**config.mk**
```make
export PLATFORM = sky130hd
export DESIGN_NAME = oem_frame_collector
export DESIGN_NICKNAME = d
export VERILOG_FILES = /design/src/rtl/oem_frame_collector.sv
export SDC_FILE = /design/constraint.sdc
export NUM_CORES = 2
export LEC_CHECK = 0
export BUFFER_PORTS_ARGS = -buffer_cell sky130_fd_sc_hd__buf_2
export CAP_MARGIN = 20
export CORE_MARGIN = 10
export CORE_UTILIZATION = 35
export CTS_CLUSTER_SIZE = 20
export DETAILED_ROUTE_END_ITERATION = 16
export MAX_ROUTING_LAYER = met4
export PLACE_DENSITY_LB_ADDON = 0.2
export SYNTH_ARGS = -nofsm -noshare
export SYNTH_HDL_FRONTEND = slang
export SYNTH_SLANG_ARGS = --single-unit
```
**constraint.sdc**
```tcl
create_clock -name i_clk -period 4.6 [get_ports i_clk]
set_clock_uncertainty 0.2 [all_clocks]
set_input_delay 1.38 -clock i_clk [delete_from_list [all_inputs] [get_ports i_clk]]
set_output_delay 1.38 -clock i_clk [all_outputs]
set_load 0.05 [all_outputs]
```
**src/rtl/oem_frame_collector.sv**
```systemverilog
// oem_frame_collector: captures odd/even bank byte writes into an 8-bank frame
// buffer, then streams the whole frame bank-major over valid/ready with a checksum.
module oem_frame_collector #(
    parameter int DATA_W = 8,
    parameter int ADDR_W = 5
) (
    input  logic                i_clk,
    input  logic                i_reset,
    input  logic [DATA_W-1:0]   i_oem_dataout,
    input  logic [ADDR_W-1:0]   i_oem_addr,
    input  logic                i_odd1_wr,
    input  logic                i_odd2_wr,
    input  logic                i_odd3_wr,
    input  logic                i_odd4_wr,
    input  logic                i_even1_wr,
    input  logic                i_even2_wr,
    input  logic                i_even3_wr,
    input  logic                i_even4_wr,
    input  logic                i_oem_finish,
    input  logic                i_out_ready,
    output logic                o_out_valid,
    output logic [DATA_W-1:0]   o_out_data,
    output logic [ADDR_W+2:0]   o_out_index,
    output logic                o_out_last,
    output logic                o_done,
    output logic [15:0]         o_checksum,
    output logic [8:0]          o_wr_count,
    output logic                o_err_multi,
    output logic                o_err_count
);
    // state     | meaning
    // S_COLLECT | capture strobed writes until oem_finish
    // S_STREAM  | emit every buffer location over valid/ready
    // S_DONE    | all bytes accepted; idle until reset
    localparam int IDX_W = ADDR_W + 3;
    localparam int DEPTH = 1 << IDX_W;

    typedef enum logic [1:0] {S_COLLECT, S_STREAM, S_DONE} state_t;

    state_t              r_state;
    logic [DATA_W-1:0]   r_mem [DEPTH];
    logic [DEPTH-1:0]    r_written;
    logic [IDX_W:0]      r_rd_ptr;
    logic                r_out_valid;
    logic [DATA_W-1:0]   r_out_data;
    logic [IDX_W-1:0]    r_out_index;
    logic                r_out_last;
    logic                r_done;
    logic [15:0]         r_checksum;
    logic [8:0]          r_wr_count;
    logic                r_err_multi;
    logic                r_err_count;

    logic [7:0]          w_strb;
    logic                w_any;
    logic                w_one;
    logic                w_multi;
    logic [2:0]          w_bank;
    logic [IDX_W-1:0]    w_wr_idx;
    logic [IDX_W-1:0]    w_rd_idx;
    logic [8:0]          w_cnt_next;
    logic                w_accept;
    logic                w_load;

    // Bit position of each strobe is its bank number.
    assign w_strb = {i_even4_wr, i_odd4_wr, i_even3_wr, i_odd3_wr,
                     i_even2_wr, i_odd2_wr, i_even1_wr, i_odd1_wr};
    assign w_any   = |w_strb;
    assign w_one   = w_any && ((w_strb & (w_strb - 8'd1)) == 8'd0);
    assign w_multi = w_any && !w_one;

    always_comb begin
        w_bank = '0;
        for (int b = 0; b < 8; b++) begin
            if (w_strb[b]) w_bank = 3'(b);
        end
    end

    assign w_wr_idx   = {w_bank, i_oem_addr};
    assign w_rd_idx   = r_rd_ptr[IDX_W-1:0];
    assign w_cnt_next = (w_one && r_wr_count != 9'h1FF) ? r_wr_count + 9'd1 : r_wr_count;
    assign w_accept   = r_out_valid && i_out_ready;
    assign w_load     = (!r_out_valid || i_out_ready) && !r_rd_ptr[IDX_W];

    // Buffer is deliberately not reset; r_written masks stale contents.
    always_ff @(posedge i_clk) begin
        if (!i_reset && r_state == S_COLLECT && w_one) begin
            r_mem[w_wr_idx] <= i_oem_dataout;
        end
    end

    always_ff @(posedge i_clk) begin
        if (i_reset) begin
            r_state     <= S_COLLECT;
            r_written   <= '0;
            r_rd_ptr    <= '0;
            r_out_valid <= 1'b0;
            r_out_data  <= '0;
            r_out_index <= '0;
            r_out_last  <= 1'b0;
            r_done      <= 1'b0;
            r_checksum  <= '0;
            r_wr_count  <= '0;
            r_err_multi <= 1'b0;
            r_err_count <= 1'b0;
        end else begin
            case (r_state)
                S_COLLECT: begin
                    if (w_one) r_written[w_wr_idx] <= 1'b1;
                    if (w_multi) r_err_multi <= 1'b1;
                    r_wr_count <= w_cnt_next;
                    if (i_oem_finish) begin
                        r_state <= S_STREAM;
                        if (w_cnt_next != 9'(DEPTH)) r_err_count <= 1'b1;
                    end
                end
                S_STREAM: begin
                    if (w_any) r_err_count <= 1'b1;
                    if (w_accept) r_checksum <= r_checksum + 16'(r_out_data);
                    if (w_accept && r_out_last) begin
                        r_state     <= S_DONE;
                        r_done      <= 1'b1;
                        r_out_valid <= 1'b0;
                    end else if (w_load) begin
                        r_out_data  <= r_written[w_rd_idx] ? r_mem[w_rd_idx] : '0;
                        r_out_index <= w_rd_idx;
                        r_out_last  <= (r_rd_ptr == (IDX_W+1)'(DEPTH - 1));
                        r_out_valid <= 1'b1;
                        r_rd_ptr    <= r_rd_ptr + 1'b1;
                    end else if (i_out_ready) begin
                        r_out_valid <= 1'b0;
                    end
                end
                S_DONE: begin
                    if (w_any) r_err_count <= 1'b1;
                end
                default: r_state <= S_COLLECT;
            endcase
        end
    end

    assign o_out_valid = r_out_valid;
    assign o_out_data  = r_out_data;
    assign o_out_index = r_out_index;
    assign o_out_last  = r_out_last;
    assign o_done      = r_done;
    assign o_checksum  = r_checksum;
    assign o_wr_count  = r_wr_count;
    assign o_err_multi = r_err_multi;
    assign o_err_count = r_err_count;

endmodule

```
==> metrics.yaml <==
floorplanning:
  initial_core_util_pct: 35.2
  die_w_um: 534
  core-area_mm2: 0.263
  io_pins: 71
  dieArea_mm2: 0.285
  die_h_um: 534
  fp-row-count: 188
routing:
  ant_nets: 0
  top_layer: "met4"
  drt-initial-drc-count: 5059
  vias_per_cell: 5.24
  routedWlPerCell_um: 26.8
  met1Wirelength_um: 114000
  wl_met2_um: 120000
  drt-pass1-iter-count: 5
  drc: 0
  wl_um: 253000
  vias: 49620
  dr_wl_met3_um: 12500
min_path:
  hp-start: "r_written[30]"
  min_path_type: "flip-flop to flip-flop"
  min_to: "r_written[30]"
  min_path_cells: 2
setup_path:
  worstPathArrival_ns: 4.47
  reg2reg_slack_ns: 0.53
  start_kind: "input pin"
  path_class: "input pin to flip-flop"
  crit_start: "i_odd1_wr"
  r2r_end: "o_out_data[1]"
  cp-end-kind: "flip-flop"
  critPathMaxFanout: 9
  critical_path_required_ns: 4.99
  reg2reg_depth: 11
logic_synthesis:
  yosysMostFrequentCell: "edfxtp_1"
  syn_inst: 5166
  synth-edff-count: 2048
  ys.flop_type: "edfxtp_1"
  ys_seq_area_share_pct: 73.5
  yosys-top-cells-count: "edfxtp_1 (2048), mux4_2 (465), nor2_1 (348)"
  synth_warnings: 0
  synth_seq_cells: 2369
  netlist_area_mm2: 0.0924
  netlist_top_cells_area: "edfxtp_1 (67%), mux4_2 (11%), dfxtp_1 (7.0%)"
  synth_top_area_share_pct: 66.5
  syn_nets: 5207
  yosysTopAreaCell: "edfxtp_1"
  async_flop_share_pct: 0
  avgSynthCellArea_um2: 17.9
  synthDistinctLibCells: 66
grt:
  grt_first_pass_wirelength_um: 368000
  grt_pass1_vias: 50377
  overflow: 0
  gr-usage-all-layers_pct: 17.9
  antenna_found_initial: 7
  grt_max_degree: 186
sta:
  maxSlewViolCount: 0
  period_share_pct: 88.7
  post-route-min-period_ns: 4.08
  relSlewSlack_pct: 26.1
  worstMarginPinSlew_ns: 1.10
  report.final.setup_viol: 0
  rsz0062_at_grt: "false"
  tns_ns: 0
  fmax_ghz: 0.245
  fin_ws_ns: 0.519
  final-hold-violation-count: 0
clock_network:
  cts.path.max_buffers: 3
  cts_buffers: 233
  cts_setup_buffers: 0
  holdBufCountCts: 0
  cts_htree_levels: 4
  cts.reportedPaths.clkPinSlew_ns: 0.06
  clock-sinks: 2369
  insertion_delay_ns: 0.90
  cts_root_buf: "clkbuf_16"
  cts_tree: "yes"
  cts.repair.resized: 0
place:
  numPortBuffers: 70
  gp_congestion: 0.830
  dp_slack_ns: -0.342
  place_hpwl_um: 164000
final_layout:
  drive_above_1_share_pct: 27.2
  area_delta_synth_final_pct: 17.9
  nets: 5779
power_and_ir_drop:
  power_mw: 46.0
  p_leak_nw: 33.4
  powerDensity_mw_per_mm2: 422
  ir_drop_mv: 0.325
outcome:
  status: "finished, final reports clean"
job:
  cap_viol_max_count: 0
-- kinds of logic after synthesis --
logic type | after synthesis | synth area share, %
fa+ha+maj | 18 | 0.248
mux | 805 | 15.0
flops | 2369 | 73.5
simple gates | 702 | 3.42
compound gates | 674 | 5.12
xor+xnor | 16 | 0.152
buf+inv | 582 | 2.56
-- registers in the layout, summed over array words and instances, names as in the netlist, named ones only --
signal and flops:
r_mem 2048, r_written 256, o_checksum 16, o_wr_count 9, r_rd_ptr 9, o_out_data 8
o_out_index 8, r_state 2, o_done 1, o_err_count 1, o_err_multi 1, o_out_last 1
o_out_valid 1
-- per-layer routing --
metal	track usage (%)	vias to the layer above
met5	-	-
met4	4.60	0
met3	2.14	317
met2	27.8	1473
met1	25.1	26023
li1	-	21807
-- placed cells by master, fill, tap and decap left out, types with 43 or more instances in the layout --
cell type / n
a211oi_1: 57
buf_12: 68
buf_2: 61
buf_4: 510
clkbuf_1: 46
clkbuf_16: 235
clkinv_1: 45
dfxtp_1: 313
edfxtp_1: 2048
inv_1: 271
mux2i_1: 333
mux4_2: 465
nand2_1: 140
nor2_1: 277
nor3_1: 43
o21ai_0: 74
o22ai_1: 332
o22ai_2: 56
-- through the flow --
stage / cells / hold WS (ns) / utilization, % / cell area [um^2]
after floorplan: 5166 / 0.249 / - / 92800
after global placement: 9018 / 0.255 / 38.7 / 102000
after detailed placement: 9018 / 0.258 / 38.7 / 102000
after CTS: 9457 / 0.270 / 41.5 / 109000
after global routing: 9461 / 0.288 / 41.5 / 109000
final: 9464 / 0.269 / 41.5 / 109000
-- final cells by class --
cell class,count,area (um^2)
Tap cell,3515,4400
Multi-Input combinational cell,2215,22500
Clock inverter,133,1150
Clock buffer,306,6360
Antenna cell,7,17.5
Sequential cell,2369,68000
Timing Repair Buffer,648,5630
Fill cell,23427,153000
Inverter,271,1020
-- report_power, final --
group	total, mW	internal [mW]	leakage, nW	switching [mW]
logic	3.98	1.84	8.79	2.15
clock network	18.6	10.5	3.66	8.14
registers	23.4	23.3	21.0	0.0949
-- worst max path at each step --
stage               cells after the start             to  slack, ns
floorplan                              10  r_mem[184][0]      -0.09
global placement                       10  r_mem[120][4]      -0.34
detailed placement                     10   r_mem[20][5]      -0.34
CTS                                    11  o_out_data[1]       0.51
global route                           11  o_out_data[1]       0.37
finish                                 10   r_mem[20][4]       0.52
-- worst max-delay path: stages --
cell and delay, ns:
buf_2 0.11, or4_4 0.54, maj3_2 0.31, o31a_1 0.25
or2_1 0.26, nor4b_4 0.34, or3b_4 0.59, buf_4 0.32
nor2_2 0.15, buf_4 0.19
Power figures use the tool's default switching activity.
